<file path="src/rtl/updown_counter_n_pkg.sv">
`default_nettype none
// ============================================================================
//  Module      : udc_pkg
//  Description : Shared types and constants for updown_counter_n.
//                Direction encoding is the same in every file: 1 = up and
//                0 = down.
//  Revision    : 1.0  initial release
// ============================================================================
package udc_pkg;

  // Direction of the last enabled step. The enum members are the named
  // constants DIR_UP and DIR_DOWN.
  typedef enum logic {
    DIR_DOWN = 1'b0,
    DIR_UP   = 1'b1
  } dir_e;

endpackage : udc_pkg
`default_nettype wire

</file>
<file path="src/rtl/updown_counter_n_if.sv">
`default_nettype none
// ============================================================================
//  Module      : updown_counter_n_if
//  Description : Control and status bundle for updown_counter_n.
//                The master drives en / x / load / d.
//                The slave (the counter) drives q / l / dir / wrap.
//  Ports       : none. Parameter WIDTH sets the width of d and q.
//  Revision    : 1.0  initial release
// ============================================================================
interface updown_counter_n_if #(
  parameter int WIDTH = 4
);

  logic             en;    // count enable
  logic             x;     // direction request: 1 = up, 0 = down
  logic             load;  // parallel load strobe
  logic [WIDTH-1:0] d;     // load value
  logic [WIDTH-1:0] q;     // registered count
  logic             l;     // terminal count, Moore
  logic             dir;   // registered direction of last enabled step
  logic             wrap;  // one-cycle wrap pulse

  modport master (
    output en, x, load, d,
    input  q, l, dir, wrap
  );

  modport slave (
    input  en, x, load, d,
    output q, l, dir, wrap
  );

endinterface : updown_counter_n_if
`default_nettype wire

</file>
<file path="src/rtl/updown_counter_n_gblock.sv">
`default_nettype none
// ============================================================================
//  Module      : ud_gblock
//  Description : Terminal-count decode (G block).
//                l is 1 when the count sits at the limit of its current
//                direction. It decodes registered state only, so it has no
//                path from any input.
//  Ports       : q   [WIDTH-1:0] in   registered count
//                dir              in   registered direction
//                l                out  terminal count
//  Revision    : 1.0  initial release
// ============================================================================
module ud_gblock
  import udc_pkg::*;
#(
  parameter int WIDTH   = 4,
  parameter int MAX_VAL = (1 << WIDTH) - 1
) (
  input  wire logic [WIDTH-1:0] q,
  input  wire dir_e             dir,
  output      logic             l
);

  localparam logic [WIDTH-1:0] C_MAX_VAL = WIDTH'(MAX_VAL);

  assign l = ((dir == DIR_UP)   && (q == C_MAX_VAL)) ||
             ((dir == DIR_DOWN) && (q == '0));

endmodule : ud_gblock
`default_nettype wire

</file>
<file path="src/rtl/updown_counter_n.sv">
`default_nettype none
// ============================================================================
//  Module      : updown_counter_n
//  Description : WIDTH-bit synchronous up/down counter.
//                - Counts modulo MAX_VAL+1.
//                - Parallel load of d, clipped to MAX_VAL.
//                - Count enable and a one-cycle wrap pulse.
//                - Moore terminal-count output l.
//                Priority on each edge: reset > load > en > hold.
//                Optional build macro UDC_SATURATE_EN: at the range limit of
//                the current direction the count holds instead of wrapping,
//                and wrap stays 0.
//  Ports       : clk    in   clock, rising edge
//                reset  in   synchronous, active-high
//                bus    slave modport of updown_counter_n_if
//                       (en, x, load, d in; q, l, dir, wrap out)
//  Revision    : 1.0  initial release
// ============================================================================
module updown_counter_n
  import udc_pkg::*;
#(
  parameter int WIDTH     = 4,
  parameter int MAX_VAL   = (1 << WIDTH) - 1,
  parameter int RESET_VAL = 0
) (
  input wire logic          clk,
  input wire logic          reset,
  updown_counter_n_if.slave bus
);

  localparam logic [WIDTH-1:0] C_MAX_VAL   = WIDTH'(MAX_VAL);
  localparam logic [WIDTH-1:0] C_RESET_VAL = WIDTH'(RESET_VAL);

  logic [WIDTH-1:0] count_q, count_d;
  dir_e             dir_q,   dir_d;
  logic             wrap_q,  wrap_d;

  always_comb begin
    count_d = count_q;
    dir_d   = dir_q;
    wrap_d  = 1'b0;
    if (bus.load) begin
      // Values above the top of range are clipped, never wrapped.
      count_d = (bus.d > C_MAX_VAL) ? C_MAX_VAL : bus.d;
    end else if (bus.en) begin
      if (bus.x) begin
        dir_d = DIR_UP;
        if (count_q == C_MAX_VAL) begin
`ifdef UDC_SATURATE_EN
          count_d = count_q;
`else
          count_d = '0;
          wrap_d  = 1'b1;
`endif
        end else begin
          count_d = count_q + 1'b1;
        end
      end else begin
        dir_d = DIR_DOWN;
        if (count_q == '0) begin
`ifdef UDC_SATURATE_EN
          count_d = count_q;
`else
          count_d = C_MAX_VAL;
          wrap_d  = 1'b1;
`endif
        end else begin
          count_d = count_q - 1'b1;
        end
      end
    end
  end

  always_ff @(posedge clk) begin
    if (reset) begin
      count_q <= C_RESET_VAL;
      dir_q   <= DIR_UP;
      wrap_q  <= 1'b0;
    end else begin
      count_q <= count_d;
      dir_q   <= dir_d;
      wrap_q  <= wrap_d;
    end
  end

  ud_gblock #(
    .WIDTH   (WIDTH),
    .MAX_VAL (MAX_VAL)
  ) u_gblock (
    .q   (count_q),
    .dir (dir_q),
    .l   (bus.l)
  );

  assign bus.q    = count_q;
  assign bus.dir  = dir_q;
  assign bus.wrap = wrap_q;

endmodule : updown_counter_n
`default_nettype wire

</file>
<file path="src/flat_wrapper.sv">
// flat-port wrapper written by rule: the top's interface ports become plain ports
module updown_counter_n_flat import udc_pkg::*;
#(
  parameter int WIDTH     = 4,
  parameter int MAX_VAL   = (1 << WIDTH) - 1,
  parameter int RESET_VAL = 0
)
  (clk, reset, bus_en, bus_x, bus_load, bus_d, bus_q, bus_l, bus_dir, bus_wrap);
  updown_counter_n_if #(.WIDTH(WIDTH)) bus_i ();
  input wire logic clk;
  input wire logic reset;
  input wire logic [$bits(bus_i.en)-1:0] bus_en;
  input wire logic [$bits(bus_i.x)-1:0] bus_x;
  input wire logic [$bits(bus_i.load)-1:0] bus_load;
  input wire logic [$bits(bus_i.d)-1:0] bus_d;
  output wire logic [$bits(bus_i.q)-1:0] bus_q;
  output wire logic [$bits(bus_i.l)-1:0] bus_l;
  output wire logic [$bits(bus_i.dir)-1:0] bus_dir;
  output wire logic [$bits(bus_i.wrap)-1:0] bus_wrap;
  assign bus_i.en = bus_en;
  assign bus_i.x = bus_x;
  assign bus_i.load = bus_load;
  assign bus_i.d = bus_d;
  assign bus_q = bus_i.q;
  assign bus_l = bus_i.l;
  assign bus_dir = bus_i.dir;
  assign bus_wrap = bus_i.wrap;
  updown_counter_n #(.WIDTH(WIDTH), .MAX_VAL(MAX_VAL), .RESET_VAL(RESET_VAL)) u_core (.clk(clk), .reset(reset), .bus(bus_i));
endmodule
</file>
<file path="config.mk">
export PLATFORM = sky130hd
export DESIGN_NAME = updown_counter_n_flat
export DESIGN_NICKNAME = d
export VERILOG_FILES = /design/src/rtl/updown_counter_n_pkg.sv /design/src/rtl/updown_counter_n_if.sv /design/src/rtl/updown_counter_n_gblock.sv /design/src/rtl/updown_counter_n.sv /design/src/flat_wrapper.sv
export SDC_FILE = /design/constraint.sdc
export NUM_CORES = 1
export LEC_CHECK = 0
export CORE_AREA = 2 2 39 41
export DETAILED_ROUTE_END_ITERATION = 16
export DIE_AREA = 0 0 41 43
export PLACE_DENSITY = 0.58
export SKIP_CTS_REPAIR_TIMING = 1
export SLEW_MARGIN = 20
export SYNTH_ARGS = -nofsm -noshare
export SYNTH_HDL_FRONTEND = slang
export SYNTH_SLANG_ARGS = --single-unit
</file>
<file path="constraint.sdc">
create_clock -name clk -period 3.3 [get_ports clk]
set_clock_uncertainty 0.2 [all_clocks]
set_input_delay 0.66 -clock clk [delete_from_list [all_inputs] [get_ports clk]]
set_output_delay 0.66 -clock clk [all_outputs]
set_load 0.05 [all_outputs]
</file>
==> flow_metrics.py, run 1 <==
metrics = {
    "sta": {
        "slew_violations": 0,
        "tightestPinTransition_ps": 506,
        "tns_ps": 0,
        "fmax_ghz": 0.354,
        "finalSetupViolCount": 0,
        "hold_viol_final": 0,
        "min_period_ps": 2830,
        "grt_setup_unrepaired": "no",
        "maxSlewHeadroom": 0.661,
        "fin_crit_sh": 0.856,
    },
    "floorplan": {
        "dieArea_um2": 1760,
        "die_w_um": 41,
        "start_util": 0.300,
        "core_um2": 1380,
        "rows": 14,
        "io_pins": 16,
        "die_h_um": 43,
    },
    "final_layout": {
        "antenna_cells": 0,
        "nFillCells": 155,
        "syn_to_final_growth_pct": 42.8,
        "nNetsFinal": 79,
        "drive_gt1_frac": 0.0909,
        "final_area_um2": 593,
        "final_cells": 82,
    },
    "clock_tree": {
        "cts.sinks": 6,
        "h-tree-depth": 1,
        "cts_buffers": 3,
        "clockBufferDepth": 2,
        "insertion_delay_ps": 250,
        "cts_tree": "yes",
        "cts_root_buffer": "clkbuf_4",
        "path_clk_slew_ps": 50,
    },
    "placed_design": {
        "routabilityCongestion": 0.719,
        "portBuffers": 15,
        "placed_cells": 79,
        "hpwl_um": 802,
        "place_area_um2": 571,
    },
    "yosys": {
        "synth_nets": 61,
        "syn_avg_cell_area_um2": 8.31,
        "syn_inst": 50,
        "synth_compound_area_frac": 0.232,
        "muxShareOfSynthArea": 0.0512,
        "synth_warnings": 0,
        "synth-seq-cells": 6,
        "synth_edf_count": 0,
        "yosysSeqAreaShare": 0.289,
        "synth_top_family_by_area": "simple AND/OR/NAND/NOR gates",
        "synthAdderAreaFrac": 0.0602,
        "postSynth.asyncResetShare": 0,
        "synth_top_flop_cell": "dfxtp_1",
        "yosys.area_share.simple": 0.253,
        "ys_types": 30,
        "synthesis.area_um2": 415,
        "synth-xor-area-share": 0.0422,
    },
    "min_path": {
        "hold_depth": 1,
        "holdCritPathClass": "flip-flop to flip-flop",
        "worstHoldStart": "u_core.bus.dir",
    },
    "setup_path": {
        "reg2reg_from": "u_core.bus.q[0]",
        "crit_type": "flip-flop to output pin",
        "critPathArrivalTime_ps": 1970,
        "setup.worst_path.end_class": "output pin",
        "start_kind": "flip-flop",
        "reg2reg_depth": 6,
        "critical_path_required_ps": 2440,
        "cp_max_fo": 6,
        "critPathLaunch": "u_core.bus.q[0]",
    },
    "global_route": {
        "antenna_found_initial": 0,
        "grt_max_degree": 11,
        "grt_pass1_wl_um": 1570,
        "first_global_vias": 365,
        "grt-ovfl-total": 0,
        "track_usage": 0.137,
    },
    "power_and_ir_drop": {
        "p_leak_uw": 0.000233,
        "ir_worst_vdd_mv": 0.152,
        "p_per_area_nw_per_um2": 395,
    },
    "detailed_routing": {
        "ant_nets": 0,
        "drt_iter0_markers": 3,
        "wl_per_cell_um": 12.0,
        "viasPerCell": 4.91,
        "drtPass1Iterations": 2,
        "wirelength_um": 981,
        "num_vias": 403,
        "drc": 0,
    },
    "outcome": {
        "status": "finished clean",
    },
    "run": {
        "maxCapViolCount": 0,
    },
}
area by class of cell:
class,instances,area [um2],share of cell area
sequential,6,120,0.203
tap,16,20.0,0.0338
clock buffer,3,22.5,0.0380
multi-input combinational,38,265,0.447
inverter,4,15.0,0.0253
timing repair buffer,15,150,0.253
path summary, 6_finish.rpt:
path | endpoint | slack, ps
hold / removal | u_core.bus.dir | 340
hold reg to reg | u_core.bus.dir | 340
setup reg to reg | u_core.bus.q[0] | 1480
setup / recovery | bus_l | 470
registers in the layout, indices dropped and copies added (netlist names):
name and flops:
u_core.bus.q 4, u_core.bus.dir 1, u_core.bus.wrap 1
synthesized netlist by cell type (all sizes together), types with 2 or more instances:
library cell | n | share of area
nor3 | 2 | 0.024
nor2b | 3 | 0.045
inv | 4 | 0.036
dfxtp | 6 | 0.29
ha | 2 | 0.060
xnor2 | 2 | 0.042
a21oi | 3 | 0.045
nand4 | 2 | 0.030
nor2 | 3 | 0.027
o21ai | 3 | 0.036
nand2 | 3 | 0.027
power by group:
part | leakage [uW] | total [uW] | internal (uW) | switching, uW
Sequential | 0.0000496 | 86.3 | 77.7 | 8.56
Clock | 0.0000138 | 72.4 | 41.5 | 31.0
Combinational | 0.000169 | 75.5 | 34.8 | 40.7
Total | 0.000233 | 234 | 154 | 80.3
cells by family after synthesis:
logic type,Yosys count
adder cells (fa/ha/maj),2
flip-flops,6
XOR/XNOR,2
buffers and inverters,6
multiplexers,2
AO/OA/AOI/OAI,14
AND/OR/NAND/NOR,18
cell usage in the layout (no fill, tap or decap), types with 2 or more instances in the layout:
master / Yosys / routed
clkdlybuf4s50_1: 0 / 15
dfxtp_1: 6 / 6
inv_1: 4 / 4
nor2_1: 3 / 3
nand2_1: 3 / 3
nor2b_1: 3 / 3
clkbuf_4: 0 / 3
nand4_1: 2 / 2
o21ai_0: 2 / 2
a21oi_1: 2 / 2
nor3_1: 2 / 2
xnor2_1: 2 / 2
ha_1: 2 / 2
through the flow:
stage	hold slack (ps)	power (uW)	util	setup slack, ps
floorplan	529	137	-	430
global placement	312	164	0.412	736
detailed placement	327	164	0.412	712
CTS	342	237	0.429	448
global route	374	247	0.429	372
finish	340	234	0.429	475
worst max-delay path, cell delays in order, from the launching register on:
cell             delay (ps)
dfxtp_1                 350
inv_1                   120
ha_1                    220
nand2_1                  60
o21ai_0                 140
clkdlybuf4s50_1         820
metal layers:
layer  up-vias  wire length [um]  GRT usage
met5         -                 0          0
met4         0                36      0.120
met3         5                44     0.0314
met2        12               458      0.197
met1       171               440      0.159
li1        215                 -          -
No activity file was read; power rests on OpenSTA's default activity.
==> run 2, diff against run 1 <==
- GPL_TIMING_DRIVEN: unset -> 0
==> flow_metrics.py, run 2 (same netlist as run 1, synthesis figures left out) <==
metrics = {
    "sta": {
        "tightestPinTransition_ps": 491,
        "fin_crit_sh": 0.859,
        "hold_viol_final": 0,
        "tns_ps": 0,
        "maxSlewHeadroom": 0.672,
        "grt_setup_unrepaired": "no",
        "fmax_ghz": 0.353,
        "min_period_ps": 2830,
        "slew_violations": 0,
        "finalSetupViolCount": 0,
    },
    "clock_tree": {
        "h-tree-depth": 1,
        "cts_root_buffer": "clkbuf_4",
        "clockBufferDepth": 2,
        "cts_tree": "yes",
        "cts_buffers": 3,
        "insertion_delay_ps": 250,
        "path_clk_slew_ps": 50,
        "cts.sinks": 6,
    },
    "setup_path": {
        "setup.worst_path.end_class": "output pin",
        "max_stage_delay_ps": 820,
        "cp_max_fo": 6,
        "worstPathCellList": "inv_1, ha_1, nand2_1, o21ai_0, clkdlybuf4s50_1",
        "critical_path_required_ps": 2440,
        "crit_family": "buffers and inverters",
        "crit_type": "flip-flop to output pin",
        "critPathArrivalTime_ps": 1970,
        "start_kind": "flip-flop",
        "slowest_stage": "clkdlybuf4s50_1",
        "timing.critical_path.buf_inv": 2,
        "reg2reg_depth": 6,
        "cp_num_cells": 5,
    },
    "detailed_routing": {
        "viasPerCell": 5.24,
        "drt_iter0_markers": 16,
        "num_vias": 435,
        "wl_per_cell_um": 11.5,
        "ant_nets": 0,
        "drc": 0,
        "drtPass1Iterations": 4,
        "wirelength_um": 952,
    },
    "final_layout": {
        "antenna_cells": 0,
        "nFillCells": 150,
        "drive_gt1_frac": 0.104,
        "multi_input_area_um2": 265,
        "nNetsFinal": 80,
        "final_common_cell": "clkdlybuf4s50_1",
        "final_cell_mix": "clkdlybuf4s50_1 (14), dfxtp_1 (6), inv_1 (4)",
        "layout.area.seq_um2": 120,
        "final_area_um2": 598,
        "syn_to_final_growth_pct": 44.0,
        "largest_register_ffs": 4,
    },
    "global_route": {
        "grt_max_degree": 11,
        "grt-ovfl-total": 0,
        "antenna_found_initial": 0,
        "first_global_vias": 337,
        "track_usage": 0.138,
        "grt_pass1_wl_um": 1570,
    },
    "floorplan": {
        "die_w_um": 41,
        "rows": 14,
        "io_pins": 16,
        "core_um2": 1380,
        "die_h_um": 43,
        "dieArea_um2": 1760,
        "start_util": 0.300,
    },
    "min_path": {
        "hold_depth": 1,
        "holdCritPathClass": "flip-flop to flip-flop",
    },
    "placed_design": {
        "routabilityCongestion": 0.772,
        "hpwl_um": 707,
        "place_area_um2": 576,
        "portBuffers": 14,
    },
    "outcome": {
        "status": "finished clean",
    },
    "power_and_ir_drop": {
        "p_per_area_nw_per_um2": 391,
        "p_leak_uw": 0.000236,
        "ir_worst_vdd_mv": 0.161,
    },
    "run": {
        "maxCapViolCount": 0,
    },
}
## run 2: cell types whose count changed in the layout (fill, tap and decap cells not counted), sizes merged
cell,previous run,this run
buf,0,1
clkdlybuf4s50,15,14
clkbuf,3,4
## run 2: worst paths after layout
| path | start | endpoint | slack (ps) |
|---|---|---|---|
| min reg2reg | u_core.bus.dir | u_core.bus.dir | 310 |
| max | u_core.bus.q[0] | bus_l | 470 |
| min | u_core.bus.dir | u_core.bus.dir | 310 |
| max reg2reg | u_core.bus.q[0] | u_core.bus.q[0] | 1440 |
## run 2: stage by stage
step / util / setup WS [ps] / std cells / total power [uW] / hold slack (ps)
6_report: 0.432 / 466 / 83 / 234 / 306
5_1_grt: 0.432 / 323 / 83 / 250 / 336
4_1_cts: 0.432 / 446 / 83 / 238 / 314
3_5_place_dp: 0.416 / 711 / 80 / 165 / 302
3_3_place_gp: 0.416 / 729 / 80 / 165 / 301
2_1_floorplan: - / 430 / 50 / 137 / 529
## run 2: per-layer routing
metal  global-route usage  share of wire  wire (um)
met1                0.186           0.47        449
met2                0.166           0.44        421
met3               0.0471          0.051         49
met4                0.120          0.034         32
met5                    0              0          0
## run 2: final cells by class
cell class / count / share of cell area
Timing Repair Buffer: 14 / 0.234
Sequential cell: 6 / 0.201
Buffer: 2 / 0.0251
Multi-Input combinational cell: 38 / 0.444
Inverter: 4 / 0.0251
Clock buffer: 3 / 0.0377
Tap cell: 16 / 0.0335
## run 2: worst reg2reg max path, stage by stage (launching register included)
cell and delay (ps):
dfxtp_1 350, inv_1 130, ha_1 240, or4b_4 490
a21oi_2 150, a311oi_1 60, nor3_1 180
## run 2: report_power, final
| part | switching [uW] | total (uW) | internal (uW) | leakage, uW |
|---|---|---|---|---|
| sequential | 6.72 | 84.5 | 77.8 | 0.0000496 |
| clock | 29.2 | 70.5 | 41.3 | 0.0000138 |
| combinational | 43.0 | 79.0 | 36.1 | 0.000173 |
| total | 78.9 | 234 | 155 | 0.000236 |
==> run 3, diff against run 2 <==
- HOLD_SLACK_MARGIN: unset -> 0.08
- REMOVE_ABC_BUFFERS: unset -> 1
==> flow_metrics.py, run 3 (same netlist as run 1, synthesis figures left out) <==
metrics = {
    "outcome": {
        "status": "finished clean",
    },
    "setup_path": {
        "start_kind": "flip-flop",
        "critical_path_required_ps": 2440,
        "reg2reg_depth": 6,
        "setup.worst_path.end_class": "output pin",
        "cp_max_fo": 6,
        "critPathArrivalTime_ps": 1970,
        "crit_type": "flip-flop to output pin",
    },
    "clock_tree": {
        "path_clk_slew_ps": 50,
        "insertion_delay_ps": 250,
        "clockBufferDepth": 2,
        "cts_tree": "yes",
        "h-tree-depth": 1,
        "cts.sinks": 6,
        "cts_root_buffer": "clkbuf_4",
        "cts_buffers": 3,
    },
    "min_path": {
        "holdCritPathClass": "flip-flop to flip-flop",
        "hold_depth": 1,
    },
    "placed_design": {
        "hpwl_um": 711,
        "placed_cells": 79,
        "routabilityCongestion": 0.735,
        "dp_worst_setup_slack_ps": 722,
        "portBuffers": 15,
    },
    "sta": {
        "setup_ws_ps": 471,
        "fmax_ghz": 0.353,
        "min_period_ps": 2830,
        "grt_setup_unrepaired": "no",
        "tightestPinTransition_ps": 497,
        "finalSetupViolCount": 0,
        "maxSlewHeadroom": 0.668,
        "hold_viol_final": 0,
        "fin_crit_sh": 0.857,
        "tns_ps": 0,
        "hold_ws_ps": 325,
        "slew_violations": 0,
    },
    "detailed_routing": {
        "viasPerCell": 5.05,
        "wl_per_cell_um": 11.6,
        "drt_iter0_markers": 8,
        "drc": 0,
        "ant_nets": 0,
        "wl_met1_um": 444,
        "drtPass1Iterations": 3,
        "num_vias": 414,
        "wl_met2_um": 462,
        "wirelength_um": 955,
        "dr.max_layer_used": "met3",
        "met3WireLength_um": 48,
    },
    "floorplan": {
        "rows": 14,
        "core_um2": 1380,
        "die_h_um": 43,
        "io_pins": 16,
        "dieArea_um2": 1760,
        "start_util": 0.300,
        "die_w_um": 41,
    },
    "global_route": {
        "grt-ovfl-total": 0,
        "antenna_found_initial": 0,
        "first_global_vias": 373,
        "grt_pass1_wl_um": 1590,
        "track_usage": 0.134,
        "grt_max_degree": 11,
    },
    "final_layout": {
        "syn_to_final_growth_pct": 42.8,
        "antenna_cells": 0,
        "final_common_cell": "clkdlybuf4s50_1",
        "largest_register_ffs": 4,
        "drive_gt1_frac": 0.0909,
        "final_cell_mix": "clkdlybuf4s50_1 (15), dfxtp_1 (6), inv_1 (4)",
        "nNetsFinal": 79,
        "final_cells": 82,
    },
    "power_and_ir_drop": {
        "power.internal_uw": 154,
        "swShare": 0.336,
        "ir_worst_vdd_mv": 0.191,
        "finalPower_uw": 232,
        "p_per_area_nw_per_um2": 391,
        "p_leak_uw": 0.000233,
        "seqPwrFrac": 0.373,
        "power_frac_clock": 0.302,
        "pwr-share-comb": 0.325,
        "switching_power_uw": 77.8,
    },
    "run": {
        "maxCapViolCount": 0,
    },
}
-- run 3: layer usage --
layer  vias up  GRT usage
li1        215          -
met1       188      0.167
met2        11      0.188
met3         0     0.0785
met4         0     0.0400
met5         -          0
-- run 3: area by class of cell --
type | instances | area (um2)
clock buffers | 3 | 22.5
multi-input cells | 38 | 265
inverters | 4 | 15.0
fillers | 164 | 791
repair buffers | 15 | 150
well taps | 16 | 20.0
flip-flops and latches | 6 | 120
-- run 3: stage by stage --
| step | utilization | area, um2 |
|---|---|---|
| after CTS | 0.429 | 593 |
| after floorplan | - | 400 |
| after detailed placement | 0.412 | 571 |
| after global routing | 0.429 | 593 |
| after global placement | 0.412 | 571 |
| final | 0.429 | 593 |
-- run 3: critical path, stage by stage (launching register included) --
cell             delay, ps
dfxtp_1                350
inv_1                  130
ha_1                   220
nand2_1                 60
o21ai_0                130
clkdlybuf4s50_1        820
-- run 3: path summary, 6_finish.rpt --
path	startpoint	to	slack (ps)
setup / recovery	u_core.bus.q[0]	bus_l	470
hold / removal	u_core.bus.dir	u_core.bus.dir	330
setup reg to reg	u_core.bus.q[0]	u_core.bus.q[0]	1450
hold reg to reg	u_core.bus.dir	u_core.bus.dir	330
-- run 3: power by group through the flow --
stage	logic, uW	clock network [uW]	registers, uW
final	75.3	69.9	86.5
after global routing	81.6	74.9	87.7
after CTS	75.9	73.2	86.5
after detailed placement	75.2	0	87.9
after global placement	75.3	0	87.8
after floorplan	30.2	0	103
